<file path="config.mk">
export PLATFORM = sky130hd
export DESIGN_NAME = debounce_press_counter
export DESIGN_NICKNAME = d
export VERILOG_FILES = /design/src/rtl/debounce_press_counter.sv
export SDC_FILE = /design/constraint.sdc
export NUM_CORES = 1
export LEC_CHECK = 0
export CAP_MARGIN = 5
export CORE_MARGIN = 1.5
export CORE_UTILIZATION = 30
export CTS_CLUSTER_DIAMETER = 80
export DETAILED_ROUTE_END_ITERATION = 16
export PLACE_DENSITY = 0.47
export SYNTH_ARGS = -nofsm -noshare
export SYNTH_HDL_FRONTEND = slang
export SYNTH_SLANG_ARGS = --single-unit
</file>
<file path="constraint.sdc">
create_clock -name clock -period 2.4 [get_ports clock]
set_input_delay 0.6 -clock clock [delete_from_list [all_inputs] [get_ports clock]]
set_output_delay 0.6 -clock clock [all_outputs]
set_load 0.005 [all_outputs]
</file>
<file path="src/rtl/debounce_press_counter.sv">
// Multi-channel push-button front end: shared sample tick, per-channel synchroniser,
// stability filter, rising-edge press detection and a saturating or wrapping counter.
module debounce_press_counter #(
    parameter int unsigned CH        = 3,
    parameter int unsigned CW        = 3,
    parameter int unsigned TICK_DIV  = 250000,
    parameter int unsigned STABLE    = 3,
    parameter int unsigned MAX_COUNT = 4,
    parameter int unsigned WRAP      = 0
) (
    input  logic               clock,
    input  logic               reset,
    input  logic               enable,
    input  logic               freeze,
    input  logic [CH-1:0]      btn,
    input  logic [CH-1:0]      lock,
    output logic [CH-1:0]      level,
    output logic [CH-1:0]      press,
    output logic [CH-1:0]      reject,
    output logic [CH*CW-1:0]   count,
    output logic [CH-1:0]      at_max,
    output logic [CH-1:0]      trigger
);

    localparam int unsigned TW = (TICK_DIV > 2) ? $clog2(TICK_DIV) : 1;
    localparam int unsigned SW = $clog2(STABLE + 1);
    localparam logic [TW-1:0] TickLast = TW'(TICK_DIV - 1);
    localparam logic [SW-1:0] StableCnt = SW'(STABLE);
    localparam logic [CW-1:0] MaxCnt = CW'(MAX_COUNT);

    if (MAX_COUNT < 1 || MAX_COUNT > (2 ** CW) - 1 || TICK_DIV < 2 || STABLE < 1 || CH < 1)
    begin : g_bad_params
        $error("debounce_press_counter: illegal parameter combination");
    end

    logic [TW-1:0]           tick_q, tick_d;
    logic                    tick;
    logic [CH-1:0]           sync1_q, sync2_q;
    logic [CH-1:0][SW-1:0]   stab_q, stab_d;
    logic [CH-1:0]           level_q, level_d;
    logic [CH-1:0]           level_dly_q;
    logic [CH-1:0]           press_q, press_d;
    logic [CH-1:0]           reject_q, reject_d;
    logic [CH-1:0][CW-1:0]   count_q, count_d;
    logic [CH-1:0]           at_max_q, at_max_d;
    logic [CH-1:0]           event_w;

    assign tick    = (tick_q == TickLast);
    assign tick_d  = tick ? '0 : tick_q + TW'(1);
    // Rising edge of the debounced level, seen one clock after the level changes.
    assign event_w = level_q & ~level_dly_q;

    always_comb begin
        stab_d   = stab_q;
        level_d  = level_q;
        press_d  = '0;
        reject_d = '0;
        count_d  = count_q;
        at_max_d = at_max_q;
        for (int i = 0; i < int'(CH); i++) begin
            if (tick) begin
                if (sync2_q[i] == level_q[i]) begin
                    stab_d[i] = '0;
                end else if (stab_q[i] + SW'(1) == StableCnt) begin
                    level_d[i] = sync2_q[i];
                    stab_d[i]  = '0;
                end else begin
                    stab_d[i] = stab_q[i] + SW'(1);
                end
            end

            if (!enable) begin
                count_d[i] = '0;
            end else if (event_w[i] && !freeze) begin
                if (lock[i]) begin
                    reject_d[i] = 1'b1;
                end else begin
                    press_d[i] = 1'b1;
                    if (count_q[i] != MaxCnt) begin
                        count_d[i] = count_q[i] + CW'(1);
                    end else if (WRAP != 0) begin
                        count_d[i] = '0;
                    end
                end
            end
            at_max_d[i] = (count_d[i] == MaxCnt);
        end
    end

    always_ff @(posedge clock) begin
        if (reset) begin
            tick_q      <= '0;
            sync1_q     <= '0;
            sync2_q     <= '0;
            stab_q      <= '0;
            level_q     <= '0;
            level_dly_q <= '0;
            press_q     <= '0;
            reject_q    <= '0;
            count_q     <= '0;
            at_max_q    <= '0;
        end else begin
            tick_q      <= tick_d;
            sync1_q     <= btn;
            sync2_q     <= sync1_q;
            stab_q      <= stab_d;
            level_q     <= level_d;
            level_dly_q <= level_q;
            press_q     <= press_d;
            reject_q    <= reject_d;
            count_q     <= count_d;
            at_max_q    <= at_max_d;
        end
    end

    assign level   = level_q;
    assign press   = press_q;
    assign reject  = reject_q;
    assign count   = count_q;
    assign at_max  = at_max_q;
    assign trigger = at_max_q | reject_q;

endmodule
</file>
# Word-level counts from Yosys, hierarchy flattened
# Cells that the tools add are included.
[word_totals]
elab_cells = 85
latchBits = 0
ff_bits = 54
romBits = 0
mem_bits_rw = 0
memories = 0
[op_classes]
div_mod_pow = 0
add_sub_neg = 7
magnitude_cmp = 0
eq_ne = 13
n_mul = 0
mux = 24
n_reduce_logical = 11
n_bitwise = 10
shifts = 0
[op_table]
columns = ["operator", "n"]
rows = [
  ["two-way mux 3 bit", 12],
  ["adder 18 x 1 -> 18 bit (second input constant)", 1],
  ["equality test 18 bit (second input constant)", 1],
  ["two-way mux 2 bit", 6],
  ["adder 3 x 1 -> 3 bit (second input constant)", 3],
  ["equality test 3 bit (second input constant)", 3],
  ["inequality test 3 bit (second input constant)", 3],
  ["AND reduction 3 bit", 3],
  ["OR reduction 3 bit", 3],
  ["inverter 1 bit", 7],
  ["adder 2 x 1 -> 2 bit (second input constant)", 3],
  ["equality test 2 bit (second input constant)", 3],
  ["two-way mux 1 bit", 6],
  ["bitwise AND 3 bit", 1],
  ["equality test 1 bit", 3],
  ["logical AND 1 bit", 3],
  ["inverter 3 bit", 1],
  ["OR 3 bit", 1],
  ["OR reduction 2 bit", 1],
  ["logical NOT 1 bit", 1],
]

# Longest topological paths before layout
[logic_depth]
depth_word = 6
depth_mapped = 6
depth_no_buf = 6

# Worst setup path before layout
# OpenSTA, ideal clock, no wires.
[synth_path]
path_type = "register to register"
startpoint = "register tick_q[0]"
endpoint = "register level_q[0], in the netlist level[0]"
t_required_ps = 2279
path_stages_with_launch = 7
arrival_time_ps = 1696
setup_slack_ps = 583
setup_time_ps = 121
cell_sequence = "dfxtp_1 > ha_1 > and3_1 > nand4_1 > buf_2 > nor4b_1 > mux2_2"
[synth_between]
elab_chain_cells = 2
[synth_lines]
columns = ["element", "line", "text"]
rows = [
  ["start: declaration", "36", "logic [TW-1:0] tick_q, tick_d;"],
  ["start signal: assignment", "103", "tick_q <= tick_d;"],
  ["equality test 18 bit", "48", "assign tick = (tick_q == TickLast);"],
  ["AND reduction 3 bit (no line)", "-", ""],
  ["end signal: assignment", "107", "level_q <= level_d;"],
  ["end: declaration", "40", "logic [CH-1:0] level_q, level_d;"],
]
# Every way passes these cells.
# A chain may end at the register's enable or synchronous reset.

# Final worst setup path
[layout_path]
startpoint = "input freeze"
endpoint = "register at_max_q[0], in the netlist at_max[0]"
[layout_between]
elab_chain_cells = 5
[layout_lines]
columns = ["element", "line", "text"]
rows = [
  ["start: declaration", "14", "input logic freeze,"],
  ["logical NOT 1 bit", "74", "end else if (event_w[i] && !freeze) begin"],
  ["logical AND 1 bit", "74", ""],
  ["two-way mux 3 bit", "74", ""],
  ["two-way mux 3 bit", "72", "if (!enable) begin"],
  ["equality test 3 bit", "86", "at_max_d[i] = (count_d[i] == MaxCnt);"],
  ["end signal: assignment", "112", "at_max_q <= at_max_d;"],
  ["end: declaration", "45", "logic [CH-1:0] at_max_q, at_max_d;"],
]
# Every way passes these cells.

==> impl_metrics.toml <==
[worst_setup_path]
r2r_cells = 6
cp-end-kind = "register"
crit_type = "input port to register"
r2r-start = "tick_q[0]$_SDFF_PP0_"
path_max_fanout = 5
start_kind = "input port"
reg2reg_slack_ns = 0.51
critPathRequiredTime_ns = 2.63
crit_arrival_ns = 2.27
reg2reg_to = "level[2]$_SDFFE_PP0P_"

[cts]
htree_num_levels = 2
cts.sinks = 54
cts_setup_buffers = 0
tritoncts = "done"
clk_path_buf_depth = 2
postCtsHoldBufs = 0
cts_made_buffers = 5
clkLatencyLatePin_ns = 0.30
cts_resized = 0
clockRootBuffer = "clkbuf_8"
path_clk_slew_ns = 0.10

[job]
drv_cap = 0

[synth]
synthesis.area_per_instance_um2 = 9.264
ys_async_sr_fraction_pct = 0
synth_top_area_share_pct = 44.88
ys.flop_type = "dfxtp_1"
ys_ff_latch = 54
synth_compound_area_share_pct = 6.805
ys.warnings.count = 0
synthesis.nets = 277
synth_edf_count = 0
synth_area_leaders = "dfxtp_1 (45%), xnor2_1 (6.5%), ha_1 (3.6%)"
muxShareOfSynthArea_pct = 3.481
synth_simple_gate_area_share_pct = 30.03
synthAdderAreaFrac_pct = 3.636
synth_seq_area_share_pct = 44.88
synth_top_family_by_area = "simple AND/OR/NAND/NOR gates"
syn_inst = 260
syn_area_um2 = 2409
synth_cell_types = 43
synthXorXnorAreaFrac_pct = 7.273
synth_top_cell_by_area = "dfxtp_1"

[timing]
setup_viol = 0
slew_viol_final = 0
setup_tns_ns = 0
grt_setup_unrepaired = "no"
hold_ws_ns = 0.4468
skew_ns = 0.004242
tightest_slew_ns = 0.3818
min_period_ns = 2.038
hold_viol = 0
max_freq_mhz = 490.7
fin_crit_sh_pct = 84.91
max-slew-margin-rel_pct = 74.31

[run_status]
status = "completed"

[global_route]
grt_max_degree = 18
grt_pass1_wl_mm = 8.224
antenna_found_initial = 0
groute.usage.overall_pct = 11.91
grt_pass1_vias = 1723
grt-ovfl-total = 0

[power_and_ir_drop]
peakVddDrop_mv = 0.2747
power.leakage_uw = 0.0009915
power_density_nw_per_um2 = 490.0

[hold_path]
holdPathEnd = "sync2_q[1]$_SDFF_PP0_"
min_path_type = "register to register"
hp-start = "sync1_q[1]$_SDFF_PP0_"
hold_depth = 1

[detailed_routing]
vias_per_cell = 4.621
drt_iter0_markers = 45
vias = 1876
ant_nets = 0
wirelength_mm = 4.860
dr.pass1.iters = 4
drc = 0
wl_per_cell_um = 11.97

[die]
core_um2 = 7767
rows = 32
die-width_um = 92.60
dieArea_um2 = 8575
start_util_pct = 31.01
ioPinCount = 34
die_y_um = 92.60

[final_layout]
final_nets = 321
antenna_cells = 0
drive_gt1_share_pct = 11.51
area_growth_pct = 24.00
final_cell_mix = "dfxtp_1 (54), clkdlybuf4s50_1 (33), nor2_1 (23)"
layout_commonest_cell = "dfxtp_1"
postLayoutCellArea_um2 = 2987

[place]
gp_congestion = 0.7888
io_buffers = 33
placed_area_um2 = 2904
hpwl_mm = 3.609
-- area by class of cell --
cell class | instances | area (um^2)
fillers | 784 | 4781
well taps | 102 | 127.6
multi-input cells | 185 | 1234
clock inverters | 2 | 13.76
repair buffers | 43 | 405.4
flip-flops and latches | 54 | 1081
clock buffers | 5 | 68.82
inverters | 15 | 56.30
-- per-layer routing --
metal / track usage (%) / routed length, um / up-vias
met4: 3.077 / 43 / 0
met2: 18.50 / 2059 / 33
met1: 16.38 / 2568 / 845
met3: 2.956 / 189 / 4
met5: 0 / 0 / -
li1: - / - / 994
-- worst max-delay path: stages --
cell	delay, ns
clkdlybuf4s50_1	0.48
or4b_2	0.73
a211oi_1	0.19
mux2i_1	0.10
a21boi_0	0.16
-- power breakdown --
part	switching [uW]	internal (uW)
sequential	5.93	904
clock	296	202
combinational	26.9	28.1
-- worst max-delay path by stage --
stage / startpoint / endpoint / slack, ns / cells past startpoint
2_1_floorplan: tick_q[0]$_SDFF_PP0_ / level[0]$_SDFFE_PP0P_ / 0.58 / 6
3_3_place_gp: freeze / at_max[0]$_SDFF_PP0_ / 0.06 / 5
3_5_place_dp: freeze / at_max[0]$_SDFF_PP0_ / 0.03 / 5
4_1_cts: freeze / at_max[0]$_SDFF_PP0_ / 0.35 / 5
5_1_grt: freeze / at_max[0]$_SDFF_PP0_ / 0.30 / 5
6_report: freeze / at_max[0]$_SDFF_PP0_ / 0.36 / 5
-- flip-flops by register name, summed over array words and instances, names as in the netlist --
signal       count
stab_q           6
at_max           3
tick_q          18
level_dly_q      3
count            9
reject           3
sync2_q          3
sync1_q          3
level            3
press            3
-- per-stage QoR --
stage | power [uW] | instances | setup WS [ns] | util, %
after floorplan | 956.7 | 260 | 0.5834 | -
after global placement | 987.7 | 399 | 0.05717 | 37.39
after detailed placement | 986.6 | 399 | 0.03494 | 37.39
after CTS | 1491 | 406 | 0.3525 | 38.45
after global routing | 1531 | 406 | 0.2961 | 38.45
final | 1463 | 406 | 0.3622 | 38.45
-- cell usage after synthesis (all sizes together) (2+ instances only) --
library cell   n
a21oi         15
and3           2
and4b          5
and4bb         2
buf            4
clkbuf         2
dfxtp         54
ha             7
inv           15
mux2           3
mux2i          5
nand2         19
nand3          8
nand4          7
nor2          23
nor2b         13
nor3           8
nor4           9
nor4b          4
o21a           2
o21ai          7
o31ai          2
or2            3
or3            6
or4            3
or4b           4
xnor2         18
xor2           2
-- logic make-up after synthesis --
group / Yosys count
xor+xnor: 20
simple gates: 121
fa+ha+maj: 7
mux: 8
flops: 54
compound gates: 29
buf+inv: 21
Note: power is estimated with default switching activity, not from simulation.
